<file path="config.mk">
export PLATFORM = sky130hd
export DESIGN_NAME = ifetch_flat
export DESIGN_NICKNAME = d
export VERILOG_FILES = /design/src/rtl/ifetch_if.sv /design/src/rtl/ifetch.sv /design/src/flat_wrapper.sv
export SDC_FILE = /design/constraint.sdc
export NUM_CORES = 1
export LEC_CHECK = 0
export ABC_CLOCK_PERIOD_IN_PS = 9700
export CORE_MARGIN = 5
export CORE_UTILIZATION = 53
export CTS_BUF_LIST = sky130_fd_sc_hd__clkbuf_16
export DETAILED_ROUTE_END_ITERATION = 10
export HOLD_SLACK_MARGIN = 0.1
export PLACE_DENSITY = 0.79
export RECOVER_POWER = 50
export SLEW_MARGIN = 30
export SYNTH_ARGS = -nofsm -noshare
export SYNTH_HDL_FRONTEND = slang
export SYNTH_SLANG_ARGS = --single-unit
</file>
<file path="constraint.sdc">
create_clock -name iClk -period 9.7 [get_ports iClk]
set_input_delay 1.94 -clock iClk [delete_from_list [all_inputs] [get_ports iClk]]
set_output_delay 1.94 -clock iClk [all_outputs]
set_load 0.02 [all_outputs]
</file>
<file path="src/rtl/ifetch_if.sv">
// Fetch-unit bundle: instruction-memory request channel, redirect input and
// decoded-instruction queue head toward the decode stage.
interface ifetch_if;
    logic        oImemReq;
    logic [31:0] oImemAddr;
    logic        iImemAck;
    logic [31:0] iImemRdata;
    logic        iRedirect;
    logic [31:0] iRedirectPc;
    logic        oInstValid;
    logic [31:0] oInst;
    logic [31:0] oInstPc;
    logic        iInstReady;

    modport master (
        output oImemReq, oImemAddr, oInstValid, oInst, oInstPc,
        input  iImemAck, iImemRdata, iRedirect, iRedirectPc, iInstReady
    );

    modport slave (
        input  oImemReq, oImemAddr, oInstValid, oInst, oInstPc,
        output iImemAck, iImemRdata, iRedirect, iRedirectPc, iInstReady
    );
endinterface

</file>
<file path="src/rtl/ifetch.sv">
// Instruction fetch: one outstanding memory request, small FIFO of fetched
// {instruction, pc} pairs, and redirect handling that discards in-flight data.
module ifetch #(
    parameter logic [31:0] RESET_PC = 32'h0000_0000,
    parameter int          QDEPTH   = 2
) (
    input  logic     iClk,
    input  logic     iReset,
    ifetch_if.master bus
);
    localparam int          PW          = $clog2(QDEPTH);
    localparam logic [31:0] RESET_FETCH = {RESET_PC[31:2], 2'b00};
    localparam logic [PW:0] QFULL       = (PW + 1)'(QDEPTH);

    typedef enum logic [1:0] {IDLE, BUSY, KILL} state_t;

    state_t        stateReg, stateNext;
    logic          reqReg, reqNext;
    logic [31:0]   addrReg, addrNext;
    logic [31:0]   fetchPcReg, fetchPcNext;
    logic [PW-1:0] rdPtrReg, wrPtrReg;
    logic [PW:0]   countReg, countNext;
    logic [31:0]   instMem [QDEPTH];
    logic [31:0]   pcMem   [QDEPTH];
    logic          xfer, push, pop, headValid;
    logic [31:0]   redirTarget;

    assign redirTarget = {bus.iRedirectPc[31:2], 2'b00};
    assign headValid   = (countReg != '0);
    assign xfer        = reqReg && bus.iImemAck;
    // Redirect wins over both queue operations in the same cycle.
    assign push        = xfer && (stateReg == BUSY) && !bus.iRedirect;
    assign pop         = headValid && bus.iInstReady && !bus.iRedirect;

    always_comb begin
        countNext = countReg;
        if (bus.iRedirect) begin
            countNext = '0;
        end else begin
            countNext = countReg + (PW + 1)'(push) - (PW + 1)'(pop);
        end
    end

    always_comb begin
        stateNext   = stateReg;
        reqNext     = reqReg;
        addrNext    = addrReg;
        fetchPcNext = fetchPcReg;
        case (stateReg)
            IDLE: begin
                if (bus.iRedirect) begin
                    stateNext   = BUSY;
                    reqNext     = 1'b1;
                    addrNext    = redirTarget;
                    fetchPcNext = redirTarget;
                end else if (countNext < QFULL) begin
                    stateNext = BUSY;
                    reqNext   = 1'b1;
                    addrNext  = fetchPcReg;
                end
            end
            BUSY: begin
                if (xfer) begin
                    if (bus.iRedirect) begin
                        addrNext    = redirTarget;
                        fetchPcNext = redirTarget;
                    end else begin
                        fetchPcNext = fetchPcReg + 32'd4;
                        if (countNext < QFULL) begin
                            addrNext = fetchPcReg + 32'd4;
                        end else begin
                            stateNext = IDLE;
                            reqNext   = 1'b0;
                        end
                    end
                end else if (bus.iRedirect) begin
                    // Request stays on the bus untouched until it completes.
                    stateNext   = KILL;
                    fetchPcNext = redirTarget;
                end
            end
            KILL: begin
                if (bus.iRedirect) begin
                    fetchPcNext = redirTarget;
                end
                if (xfer) begin
                    stateNext = BUSY;
                    addrNext  = bus.iRedirect ? redirTarget : fetchPcReg;
                end
            end
            default: begin
                stateNext = IDLE;
                reqNext   = 1'b0;
            end
        endcase
    end

    always_ff @(posedge iClk or posedge iReset) begin
        if (iReset) begin
            stateReg   <= IDLE;
            reqReg     <= 1'b0;
            addrReg    <= '0;
            fetchPcReg <= RESET_FETCH;
            rdPtrReg   <= '0;
            wrPtrReg   <= '0;
            countReg   <= '0;
        end else begin
            stateReg   <= stateNext;
            reqReg     <= reqNext;
            addrReg    <= addrNext;
            fetchPcReg <= fetchPcNext;
            countReg   <= countNext;
            if (bus.iRedirect) begin
                rdPtrReg <= '0;
                wrPtrReg <= '0;
            end else begin
                if (push) wrPtrReg <= wrPtrReg + PW'(1);
                if (pop)  rdPtrReg <= rdPtrReg + PW'(1);
            end
        end
    end

    // Storage needs no reset: the head is masked by the occupancy count.
    always_ff @(posedge iClk) begin
        if (push) begin
            instMem[wrPtrReg] <= bus.iImemRdata;
            pcMem[wrPtrReg]   <= addrReg;
        end
    end

    assign bus.oImemReq   = reqReg;
    assign bus.oImemAddr  = addrReg;
    assign bus.oInstValid = headValid;
    assign bus.oInst      = headValid ? instMem[rdPtrReg] : 32'h0;
    assign bus.oInstPc    = headValid ? pcMem[rdPtrReg] : 32'h0;
endmodule

</file>
<file path="src/flat_wrapper.sv">
// flat-port wrapper written by rule: the top's interface ports become plain ports
module ifetch_flat 
#(
    parameter logic [31:0] RESET_PC = 32'h0000_0000,
    parameter int          QDEPTH   = 2
)
  (iClk, iReset, bus_oImemReq, bus_oImemAddr, bus_oInstValid, bus_oInst, bus_oInstPc, bus_iImemAck, bus_iImemRdata, bus_iRedirect, bus_iRedirectPc, bus_iInstReady);
  ifetch_if bus_i ();
  input  logic iClk;
  input  logic iReset;
  output wire logic [$bits(bus_i.oImemReq)-1:0] bus_oImemReq;
  output wire logic [$bits(bus_i.oImemAddr)-1:0] bus_oImemAddr;
  output wire logic [$bits(bus_i.oInstValid)-1:0] bus_oInstValid;
  output wire logic [$bits(bus_i.oInst)-1:0] bus_oInst;
  output wire logic [$bits(bus_i.oInstPc)-1:0] bus_oInstPc;
  input wire logic [$bits(bus_i.iImemAck)-1:0] bus_iImemAck;
  input wire logic [$bits(bus_i.iImemRdata)-1:0] bus_iImemRdata;
  input wire logic [$bits(bus_i.iRedirect)-1:0] bus_iRedirect;
  input wire logic [$bits(bus_i.iRedirectPc)-1:0] bus_iRedirectPc;
  input wire logic [$bits(bus_i.iInstReady)-1:0] bus_iInstReady;
  assign bus_oImemReq = bus_i.oImemReq;
  assign bus_oImemAddr = bus_i.oImemAddr;
  assign bus_oInstValid = bus_i.oInstValid;
  assign bus_oInst = bus_i.oInst;
  assign bus_oInstPc = bus_i.oInstPc;
  assign bus_i.iImemAck = bus_iImemAck;
  assign bus_i.iImemRdata = bus_iImemRdata;
  assign bus_i.iRedirect = bus_iRedirect;
  assign bus_i.iRedirectPc = bus_iRedirectPc;
  assign bus_i.iInstReady = bus_iInstReady;
  ifetch #(.RESET_PC(RESET_PC), .QDEPTH(QDEPTH)) u_core (.iClk(iClk), .iReset(iReset), .bus(bus_i));
endmodule
</file>
Word level (Yosys, flattened, before mapping)
Memory sizes are Yosys's and may differ from the RTL's.
Cells that the tools add are included.
{"block": "totals", "reg_bits": 71, "mem_bits_rw": 128, "inputBits": 69, "out_inout_bits": 98, "elab_cells": 77, "mem_count": 2}
{"block": "op_classes", "addsub": 5, "magnitude_cmp": 1, "eq_ne": 11, "n_mux": 34, "bitwise": 1, "reduce_logical": 16}
{"name": "u_core.instMem", "words": 2, "word_bits": 32, "read_ports": 1, "rd_ports_with_merged_regs": 0, "write_ports": 1, "line": "ifetch.sv:23", "source": "logic [31:0] instMem [QDEPTH];"}
{"name": "u_core.pcMem", "words": 2, "word_bits": 32, "read_ports": 1, "rd_ports_with_merged_regs": 0, "write_ports": 1, "line": "ifetch.sv:24", "source": "logic [31:0] pcMem [QDEPTH];"}
{"operator": "32-bit two-way mux", "count": 11}
{"operator": "32-bit case mux with 3 select lines", "count": 1}
{"operator": "32-bit case mux with 2 select lines", "count": 1}
{"operator": "32-bit by 3-bit adder with 32-bit output, second input constant", "count": 1}
{"operator": "2-bit two-way mux", "count": 8}
{"operator": "5-bit AND reduction", "count": 3}
{"operator": "1-bit two-way mux", "count": 11}
{"operator": "3-bit != test, second input constant", "count": 3}
{"operator": "2-bit nonzero test", "count": 4}
{"operator": "3-bit by 2-bit != test with 1-bit output, second input constant", "count": 2}
{"operator": "2-bit case mux with 3 select lines", "count": 1}
{"operator": "1-bit logical AND", "count": 5}
{"operator": "2-bit by 1-bit != test with 1-bit output, second input constant", "count": 2}
{"operator": "2-bit != test, second input constant", "count": 2}
{"operator": "1-bit case mux with 3 select lines", "count": 1}
{"operator": "3-bit nonzero test", "count": 1}
{"operator": "1-bit adder, second input constant", "count": 2}
{"operator": "2-bit by 1-bit adder with 2-bit output", "count": 1}
{"operator": "2-bit by 1-bit == test with 1-bit output, second input constant", "count": 1}
{"operator": "2-bit == test, second input constant", "count": 1}
{"operator": "2-bit logical NOT", "count": 1}
{"operator": "2-bit < comparator, second input constant", "count": 1}
{"operator": "2-bit OR reduction", "count": 1}
{"operator": "2-bit by 1-bit subtractor with 2-bit output", "count": 1}
{"operator": "2 further kinds", "count": 2}

Depth between registers and ports, before layout
{"block": "depth", "word_depth": 11, "mapped_depth": 13}

Least setup slack after synthesis
No wires, ideal clock.
{"block": "synth_timing", "path_type": "input to register", "startpoint": "in bus_iRedirect", "endpoint": "mem u_core.instMem[0][0], enable pin", "setup_time_ns": 0.644, "t_arrival_ns": 8.747, "path_slack_ns": 0.309, "cell_stages": 4, "n_path_buf": 3, "cell_sequence": "clkbuf_1 clkbuf_1 clkbuf_1 nor4_1"}
{"block": "synth_via", "elab_chain_cells": 4}
{"element": "start: declaration", "line": "flat_wrapper.sv:18", "source": "input wire logic [$bits(bus_i.iRedirect)-1:0] bus_iRedirect;"}
{"element": "1-bit logical NOT", "line": "ifetch.sv:32", "source": "assign push = xfer && (stateReg == BUSY) && !bus.iRedirect;"}
{"element": "1-bit logical AND", "line": "ifetch.sv:32"}
{"element": "1-bit two-way mux", "line": "ifetch.sv:125", "source": "if (push) begin"}
{"element": "1-bit two-way mux (implied by the code)", "line": "ifetch.sv:126", "source": "instMem[wrPtrReg] <= bus.iImemRdata;"}
{"element": "end: declaration", "line": "ifetch.sv:23"}
No other way between the ends.

Worst setup path after layout
{"block": "layout_timing", "startpoint": "in bus_iRedirect", "endpoint": "reg u_core.fetchPcReg[6]"}
{"block": "layout_via", "elab_chain_cells": 3, "elab_cells_between_ends": 4, "cone_classes": "4 x mux"}
{"element": "32-bit two-way mux (on tied branches)"}
{"element": "32-bit two-way mux", "line": "ifetch.sv:63", "source": "if (xfer) begin"}
{"element": "32-bit case mux with 2 select lines *", "line": "ifetch.sv:49", "source": "case (stateReg)"}
{"element": "end signal: assignment", "line": "ifetch.sv:111", "source": "fetchPcReg <= fetchPcNext;"}
{"element": "end: declaration", "line": "ifetch.sv:20", "source": "logic [31:0] fetchPcReg, fetchPcNext;"}
Every way passes the cells marked *; elsewhere a longest branch is shown, timed or not.
A chain may end at the register's enable or synchronous reset.

==> summary.md <==
| Metric | Value |
|---|---|
| Hold_buf cts | `0` |
| Drt via density | `a little under 6` |
| Detailed placement HPWL | `14900 um` |
| # port buffers | `between 150 and 200` |
| Skew final | `0.00836 ns` |
| Initial antenna violation count | `0` |
| Crit path arrival time | `between 7 and 8 ns` |
| Sequential area share after synthesis | `between 60% and 70%` |
| Violated checks | `max-capacitance violations, max-slew violations` |
| Vias in the first global route | `slightly below 7000` |
| Syn nets | `868` |
| Synth cell types | `72` |
| Setup TNS | `0 ns` |
| Largest net degree at the start of global routing | `just over 70` |
| Maximum VDD drop | `between 0.1 and 0.15 mV` |
| Predominant post-synthesis flop cell | `edfxtp_1` |
| Class of the worst hold path | `flop to flop` |
| Global-route wire length before repair | `roughly 36000 um` |
| Layout Nets | `slightly above 1000` |
| Routed len/inst | `approximately 19 um` |
| Core region area | `between 15000 and 20000 um2` |
| Mapped cell area | `between 9000 and 10000 um2` |
| Worst Path Max Fanout | `64` |
| Deepest clock path buffer count | `2` |
| Status | `complete, but fails checks` |
| CP cell instances | `buf_2, clkbuf_1, clkinv_1, buf_4, nor2_1, a22oi_1, o21ai_0` |
| Leakage power | `0.00408 uW` |
| Vias after detailed routing | `slightly below 7000` |
| FFs w/ async S/R, synth | `35.7%` |
| N_diodes | `0` |
| Ratio of cells with drive above 1 in the final layout | `6.86%` |
| FF+latch count, synth | `between 150 and 200` |
| Slowest cell on the critical path | `clkbuf_1` |
| Data required, critical path | `between 10 and 15 ns` |
| CTS tree | `yes` |
| H-Tree Depth | `4` |
| Starting DRT DRC Count | `around 540` |
| Fmax achieved | `149 MHz` |
| Routability Congestion | `around 0.9` |
| CP Class | `primary input to flop` |
| DRT Pass-1 Iters | `4` |
| Top-Level Pins | `167` |
| Overall power | `about 3100 uW` |
| CTS clk-pin slew, worst paths | `about 0.07 ns` |
| Setup-failing EPs final | `0` |
| Worst setup SP type | `primary input` |
| Power per Cell Area | `between 200 and 300 nW/um2` |
| Die area | `roughly 20000 um2` |
| Post-route minimum period | `about 6.7 ns` |
| Tightest Pin Transition | `around 3.9 ns` |
| Worst path max stage delay | `2.14 ns` |
| Fin util | `about 68%` |
| Die height | `around 140 um` |
| Num CTS Buffers | `17` |
| Synthesis-to-finish area growth | `25.2%` |
| EDFF count, synth | `128` |
| Slew Viols, Final | `137` |
| Crit end category | `flop` |
| Slew Limit Headroom | `-161%` |
| Cell count after synthesis | `slightly below 800` |
| Crit path max-delay family | `buffers and inverters` |
| Antenna Nets Post-Route | `0` |
| Site Rows | `48` |
| Final period util | `between 60% and 70%` |
| All-Layer GR Usage | `between 20% and 30%` |
| Warnings from Yosys | `0` |
| WP buf/inv | `4` |
| DR DRC count | `0` |
| Total grt overflow | `0` |
| Initial core utilization | `a little over half` |
| Drt total wl | `about 22000 um` |
| Post-cts sizing count | `0` |
| Die W | `143 um` |
| Clk_lat worst skew | `0.43 ns` |
| Max Cap Viol | `2` |
| Syn avg cell area | `approximately 12 um2` |
| Final Hold Fails | `0` |
| Post-CTS Setup Bufs | `0` |
| Clock Sinks | `just under 200` |
| Unrepaired setup endpoints after global routing | `no` |
| Root Buffer | `clkbuf_16` |
[layout by cell type (no fill, tap or decap), drive strengths merged, types with 9 or more instances in the layout]
master,count
nor3,25
mux2i,80
o21ai,28
nor2,102
xor2,11
nand4,13
clkinv,9
nand3,29
a21oi,41
xnor2,14
a221oi,9
nand2b,9
dlygate4sd3,66
inv,18
nand2,55
clkdlybuf4s50,97
edfxtp,128
clkbuf,20
dfrtp,71
buf,11
nor4,11
[registers in the layout, indices dropped and copies added, names as in the netlist]
| register | cells |
|---|---|
| u_core.bus.oImemReq | 1 |
| u_core.stateReg | 2 |
| u_core.countReg | 2 |
| u_core.wrPtrReg | 1 |
| u_core.rdPtrReg | 1 |
| u_core.pcMem | 64 |
| u_core.bus.oImemAddr | 32 |
| u_core.fetchPcReg | 32 |
| u_core.instMem | 64 |
[cells by family after synthesis]
family / after synthesis / synth area share [%]
buf+inv: 73 / 3.16
compound gates: 132 / 9.57
xor+xnor: 26 / 2.59
simple gates: 283 / 15.5
flops: 199 / 60.2
mux: 80 / 8.58
fa+ha+maj: 3 / 0.402
[worst paths after layout]
kind	startpoint	to	slack [ns]	cells past startpoint
max in group asynchronous	iReset	u_core.rdPtrReg	3.52	3
min	u_core.fetchPcReg[1]	u_core.fetchPcReg[1]	0.49	1
min reg2reg	u_core.fetchPcReg[1]	u_core.fetchPcReg[1]	0.49	1
min in group asynchronous	iReset	u_core.rdPtrReg	3.47	3
max	bus_iRedirect	u_core.fetchPcReg[6]	2.99	7
max reg2reg	u_core.countReg[0]	u_core.bus.oImemAddr[30]	5.79	14
[through the flow]
step | hold WS (ns) | std cells | area [um2] | setup WS, ns
after CTS | 0.492 | 1172 | 11700 | 4.65
after global placement | 0.469 | 1140 | 11100 | 4.30
after floorplan | 0.454 | 796 | 9330 | 0.309
after global routing | 0.518 | 1172 | 11700 | 2.57
final | 0.490 | 1172 | 11700 | 2.99
after detailed placement | 0.476 | 1140 | 11100 | 4.22
[final cells by class]
cell class,count,area [um2]
Tap cell,225,282
Inverter,15,56.3
Timing Repair Buffer,177,1720
Sequential cell,199,5620
Multi-Input combinational cell,524,3420
Clock inverter,15,145
Fill cell,1364,5620
Clock buffer,17,425
[per-layer routing]
metal	vias to the layer above	global-route usage (%)	part of all wire (%)
li1	3223	-	-
met3	29	4.55	7.5
met4	0	8.00	2.3
met1	3320	29.2	41
met5	-	0	0
met2	257	37.0	49
[worst reg2reg max path, delay by kind of cell (launching register included)]
family                   cells  cell delay, ns
multiplexers                 1            0.25
XOR/XNOR                     1            0.41
AO/OA/AOI/OAI                2            0.37
buffers and inverters        4            1.34
AND/OR/NAND/NOR              4            0.42
flip-flops                   1            0.41
adder cells (fa/ha/maj)      2            0.58
[Yosys cell counts, types with 2 or more instances]
| library cell | n | area [um2] |
|---|---|---|
| a21oi_1 | 41 | 205 |
| a221o_1 | 3 | 30.0 |
| a221oi_1 | 9 | 78.8 |
| a22oi_1 | 2 | 15.0 |
| a31oi_1 | 4 | 25.0 |
| a41o_1 | 2 | 20.0 |
| a41oi_1 | 3 | 26.3 |
| and2_1 | 6 | 37.5 |
| and3_1 | 6 | 37.5 |
| and4_1 | 3 | 26.3 |
| buf_1 | 10 | 37.5 |
| buf_2 | 13 | 65.1 |
| clkbuf_1 | 31 | 116 |
| clkbuf_2 | 4 | 20.0 |
| dfrtp_1 | 71 | 1780 |
| edfxtp_1 | 128 | 3840 |
| ha_1 | 3 | 37.5 |
| inv_1 | 15 | 56.3 |
| mux2i_1 | 80 | 801 |
| nand2_1 | 55 | 206 |
| nand2b_1 | 9 | 56.3 |
| nand3_1 | 27 | 135 |
| nand4_1 | 10 | 62.6 |
| nand4_2 | 2 | 25.0 |
| nor2_1 | 101 | 379 |
| nor2b_1 | 4 | 25.0 |
| nor3_1 | 21 | 105 |
| nor3_2 | 4 | 40.0 |
| nor3b_1 | 4 | 30.0 |
| nor4_1 | 9 | 56.3 |
| nor4b_1 | 2 | 17.5 |
| o211ai_1 | 4 | 30.0 |
| o21ai_0 | 28 | 140 |
| o22a_1 | 2 | 17.5 |
| o22ai_1 | 3 | 18.8 |
| o2bb2ai_1 | 3 | 26.3 |
| o311ai_0 | 4 | 35.0 |
| o31a_1 | 2 | 17.5 |
| o31ai_1 | 7 | 52.6 |
| or3_1 | 2 | 12.5 |
| or4_1 | 5 | 37.5 |
| xnor2_1 | 14 | 123 |
| xor2_1 | 11 | 96.3 |
[power by group]
group	internal [uW]	switching (uW)	leakage [uW]
combinational	485	672	0.00181
sequential	1110	187	0.00200
clock	360	323	0.000273
(Power assumes the default switching activity.)
